### src/rtl/dmem_arbiter.sv
// dmem_arbiter: two-port req/ack arbiter in front of a single-port data memory
// (synchronous write, combinational read). Port 0 is the CPU load/store path,
// port 1 a peripheral/DMA engine. Each transaction runs IDLE -> ACCESS -> RESP,
// with round-robin resolving simultaneous requests.
// Optional build macro: DMEM_ARB_PROT_EN restricts port-1 writes to
// [P1_BASE, P1_LIMIT]. An out-of-range write is dropped and flagged on err1.
module dmem_arbiter #(
  parameter int unsigned   AW       = 32,
  parameter int unsigned   DW       = 32,
  parameter logic [AW-1:0] P1_BASE  = 32'h0000_0100,
  parameter logic [AW-1:0] P1_LIMIT = 32'h0000_01FC
) (
  input  logic          clk,
  input  logic          reset,
  input  logic          req0,
  input  logic          we0,
  input  logic [AW-1:0] addr0,
  input  logic [DW-1:0] wdata0,
  output logic          ack0,
  output logic [DW-1:0] rdata0,
  input  logic          req1,
  input  logic          we1,
  input  logic [AW-1:0] addr1,
  input  logic [DW-1:0] wdata1,
  output logic          ack1,
  output logic [DW-1:0] rdata1,
  output logic          err1,
  output logic          mem_we,
  output logic [AW-1:0] mem_a,
  output logic [DW-1:0] mem_wd,
  input  logic [DW-1:0] mem_rd
);

  typedef enum logic [1:0] {
    IDLE   = 2'd0,
    ACCESS = 2'd1,
    RESP   = 2'd2
  } state_t;

  // An empty or inverted protection window is a configuration error.
  if (P1_LIMIT < P1_BASE) begin : g_param_check
    $error("dmem_arbiter: P1_LIMIT below P1_BASE");
  end

  state_t        state_q, state_d;
  logic          owner_q, owner_d;
  logic          last_q,  last_d;
  logic          we_q,    we_d;
  logic [AW-1:0] addr_q,  addr_d;
  logic [DW-1:0] wdata_q, wdata_d;
  logic [DW-1:0] rdata_q, rdata_d;
  logic [DW-1:0] rdata0_q, rdata0_d;
  logic [DW-1:0] rdata1_q, rdata1_d;
  logic          grant1;
  logic          viol;

`ifdef DMEM_ARB_PROT_EN
  // Violation is judged on the latched request, so it stays stable through
  // ACCESS (write suppression) and RESP (error pulse).
  assign viol = owner_q & we_q & ((addr_q < P1_BASE) | (addr_q > P1_LIMIT));
`else
  assign viol = 1'b0;
`endif

  // Tie goes to the port that did not win last; a lone requester always wins.
  assign grant1 = (req0 & req1) ? ~last_q : req1;

  // State and datapath registers; reset aborts any in-flight access.
  always_ff @(posedge clk or posedge reset) begin
    if (reset) begin
      state_q  <= IDLE;
      owner_q  <= 1'b0;
      last_q   <= 1'b1;
      we_q     <= 1'b0;
      addr_q   <= '0;
      wdata_q  <= '0;
      rdata_q  <= '0;
      rdata0_q <= '0;
      rdata1_q <= '0;
    end else begin
      state_q  <= state_d;
      owner_q  <= owner_d;
      last_q   <= last_d;
      we_q     <= we_d;
      addr_q   <= addr_d;
      wdata_q  <= wdata_d;
      rdata_q  <= rdata_d;
      rdata0_q <= rdata0_d;
      rdata1_q <= rdata1_d;
    end
  end

  // Next-state: grant and latch in IDLE, capture read data in ACCESS.
  always_comb begin
    state_d  = state_q;
    owner_d  = owner_q;
    last_d   = last_q;
    we_d     = we_q;
    addr_d   = addr_q;
    wdata_d  = wdata_q;
    rdata_d  = rdata_q;
    rdata0_d = rdata0_q;
    rdata1_d = rdata1_q;
    unique case (state_q)
      IDLE: begin
        if (req0 | req1) begin
          owner_d = grant1;
          we_d    = grant1 ? we1    : we0;
          addr_d  = grant1 ? addr1  : addr0;
          wdata_d = grant1 ? wdata1 : wdata0;
          state_d = ACCESS;
        end
      end
      ACCESS: begin
        rdata_d = mem_rd;
        if (owner_q) rdata1_d = mem_rd;
        else         rdata0_d = mem_rd;
        last_d  = owner_q;
        state_d = RESP;
      end
      RESP: begin
        state_d = IDLE;
      end
      default: begin
        state_d = IDLE;
      end
    endcase
  end

  // Memory sees only latched values; the write strobe is confined to ACCESS.
  assign mem_a  = addr_q;
  assign mem_wd = wdata_q;
  assign mem_we = (state_q == ACCESS) & we_q & ~viol;

  assign ack0   = (state_q == RESP) & ~owner_q;
  assign ack1   = (state_q == RESP) &  owner_q;
  assign err1   = (state_q == RESP) & viol;
  assign rdata0 = rdata0_q;
  assign rdata1 = rdata1_q;

endmodule

### config.mk
export PLATFORM = sky130hd
export DESIGN_NAME = dmem_arbiter
export DESIGN_NICKNAME = d
export VERILOG_FILES = /design/src/rtl/dmem_arbiter.sv
export SDC_FILE = /design/constraint.sdc
export NUM_CORES = 1
export LEC_CHECK = 0
export CORE_AREA = 3 3 126 128
export CTS_BUF_LIST = sky130_fd_sc_hd__clkbuf_16
export DETAILED_ROUTE_END_ITERATION = 8
export DIE_AREA = 0 0 129 131
export PLACE_DENSITY = 0.88
export REMOVE_ABC_BUFFERS = 1
export SETUP_SLACK_MARGIN = 0.5
export SLEW_MARGIN = 0
export SYNTH_ARGS = -nofsm -noshare
export SYNTH_HDL_FRONTEND = slang
export SYNTH_SLANG_ARGS = --single-unit
### constraint.sdc
create_clock -name clk -period 4.29 [get_ports clk]
set_input_delay 0.429 -clock clk [delete_from_list [all_inputs] [get_ports clk]]
set_output_delay 0.429 -clock clk [all_outputs]
set_load 0.02 [all_outputs]
==> results.md <==
* Hold Violations, Final at 0
* Crit Path Class: flip-flop to output pin
* Clock share of power at 0.209
* Comb pwr share at 0.497
* Antenna diode count at 0
* CTS clock-pin slew for the worst setup and hold paths at 50 ps
* Cell variety after synth at 18
* Die area at between 0.015 and 0.02 mm^2
* Sw Ratio at 0.3390
* Routability Congestion at 0.7750
* Tot Pwr at 7770 uW
* Tightest Pin Transition at 722.9 ps
* DR vias at 4235
* DR DRC count at 0
* Num ports at a little under 300
* Yosys warnings at 0
* Fin area at 0.009814 mm^2
* Port-buffer cells at 296
* RSZ-0062 raised after global routing: false
* Synth Cell Area at 0.006023 mm^2
* Post-cts hold buffer count at 0
* CORE AREA at 0.01498 mm^2
* Max cap viols at 0
* Worst Path Arrival at 1880 ps
* Slew headroom at 0.5180
* Crit end category: output pin
* Post-CTS Setup Bufs at 0
* Total GRT Usage at 0.1969
* # rows at 45
* CTS resizes at 0
* Die Span Y at about 130 um
* IR drop worst, VDD at 0.4795 mV
* Most frequent cells in the layout: clkdlybuf4s50_1 (296), dfrtp_1 (132), mux2_2 (117), mux2_4 (69), clkbuf_16 (17)
* Crit-path max FO at 5
* Wirelength per Cell at 19.61 um
* H-Tree Depth at 4
* GRT overflow at 0
* Startpoint Class: flip-flop
* First-pass GRT wire length at 25.42 mm
* Outcome: finished, final reports clean
* Initial Utilization at 0.4022
* Placed cell areas at 0.009153 mm^2
* Layout cells sized above 1 at 0.3333
* TritonCTS clock tree: yes
* Nets at 828
* Post-synthesis cell count at 364
* DRT iter0 DRCs at 139
* Number of routed nets with antenna violations at 0
* Synth-to-layout area growth at 62.94%
* Setup WS post-layout at 1984 ps
* Pwr Density at between 700 and 800 mW/mm^2
* Final setup vio count at 0
* Worst r2r src: last_q
* Routed WL at roughly 17 mm
* Vias in the first global route at 4670
* P_sw at around 2600 uW
* Clock latency on the worst-skew pair at 410 ps
* Final Cycle Share at 0.5376
* Post-synthesis register bit count at approximately 130
* Final Skew at 5.921 ps
* Int Pwr at between 5000 and 6000 uW
* Clk root buf: clkbuf_16
* Leak at 0.004187 uW
* Fin. max-slew vios at 0
* Sequential share of power at 0.294
* Final Critical Period at around 2300 ps
* Clock buffer depth at 2
* Vias per cell at ~4.9
* Pin count of the biggest net entering global routing at 89
* DR pass1 iterations at 4
* Syn_area_per_cell at ~17 um^2
* Critical path required time at around 3900 ps
* Clock Sinks at 133
* Setup TNS at 0 ps
* Commonest non-fill, non-tap cell in the layout: clkdlybuf4s50_1
* Sequential share of the synthesized area at 0.5528
* HPWL after DPL at between 10 and 15 mm
* Worst hold path type: input pin to asynchronous set/reset pin
* Initial antenna violation count at 0
* Die X at 129 um
* Pre-CTS WS at 1641 ps
* Final core occ at 0.6553
* Cts bufs inserted at 17
* Achievable frequency at 433.6 MHz
* Worst Setup SP: state_q[0]
==> state kept, by name, indices dropped and copies added (netlist names) <==
register,cells
last_q,1
owner_q,1
rdata1,32
rdata0,32
state_q,2
we_q,1
mem_a,32
mem_wd,32
==> final timing paths <==
path	end	slack [ps]	cells past startpoint
setup / recovery	mem_we	1980	3
hold / removal	mem_a[1]	450	2
setup reg to reg	mem_a[11]	2050	4
hold reg to reg	rdata0[10]	490	1
max in group asynchronous	last_q	2940	3
min in group clk	rdata0[10]	490	1
==> worst max-delay path: stages, from the launching register on <==
cell and delay [ps]:
dfrtp_1 440, nor2b_2 260, and2_1 160, clkdlybuf4s50_1 600
==> cells in the mapped netlist <==
cell type | n | area [um^2]
dfrtp_1 | 132 | 3303
mux2_2 | 117 | 1318
mux2_4 | 69 | 1036
buf_2 | 10 | 50.05
mux2_1 | 8 | 90.09
buf_4 | 7 | 52.55
buf_6 | 5 | 56.30
nor2_1 | 3 | 11.26
and2_1 | 2 | 12.51
inv_1 | 2 | 7.510
nor3b_1 | 2 | 15.01
a21bo_2 | 1 | 10.01
conb_1 | 1 | 3.750
dfstp_2 | 1 | 26.28
nand2_1 | 1 | 3.750
nor2b_2 | 1 | 8.760
nor3_2 | 1 | 10.01
o32ai_1 | 1 | 8.760
==> power by group through the flow <==
stage | combinational [uW] | sequential (uW) | clock [uW]
5_1_grt | 4040 | 2370 | 1710
2_1_floorplan | 1370 | 3010 | 0
6_report | 3860 | 2290 | 1620
3_3_place_gp | 3800 | 2260 | 0
4_1_cts | 3900 | 2300 | 1660
3_5_place_dp | 3880 | 2300 | 0
==> stage by stage <==
step / cells / hold WS (ps)
3_3_place_gp: 831 / 470.8
6_report: 863 / 447.7
2_1_floorplan: 342 / 472.2
5_1_grt: 863 / 499.0
3_5_place_dp: 831 / 478.3
4_1_cts: 863 / 464.0
==> final cells by class <==
type,instances,area (um^2)
Clock buffer,17,425.4
Clock inverter,15,236.5
Fill cell,1044,5162
Inverter,2,10.01
Multi-Input combinational cell,207,2540
Sequential cell,133,3329
Tap cell,188,235.2
Timing Repair Buffer,301,3038
==> cell families (layout without fill, tap and decap cells) <==
family	after synthesis	in the layout	synth area share
multiplexers	194	194	0.4057
flip-flops	133	133	0.5528
buffers and inverters	24	335	0.02763
AND/OR/NAND/NOR	10	10	0.01018
AO/OA/AOI/OAI	2	2	0.003116
other	1	1	0.0006226
==> routing by layer <==
metal	vias up	share of wire	GRT usage
met5	-	0	0
met1	2111	0.36	0.2151
met4	0	0.027	0.08400
met3	35	0.070	0.06341
li1	1906	-	-
met2	183	0.54	0.3518
Note: power is estimated with default switching activity, not from simulation.
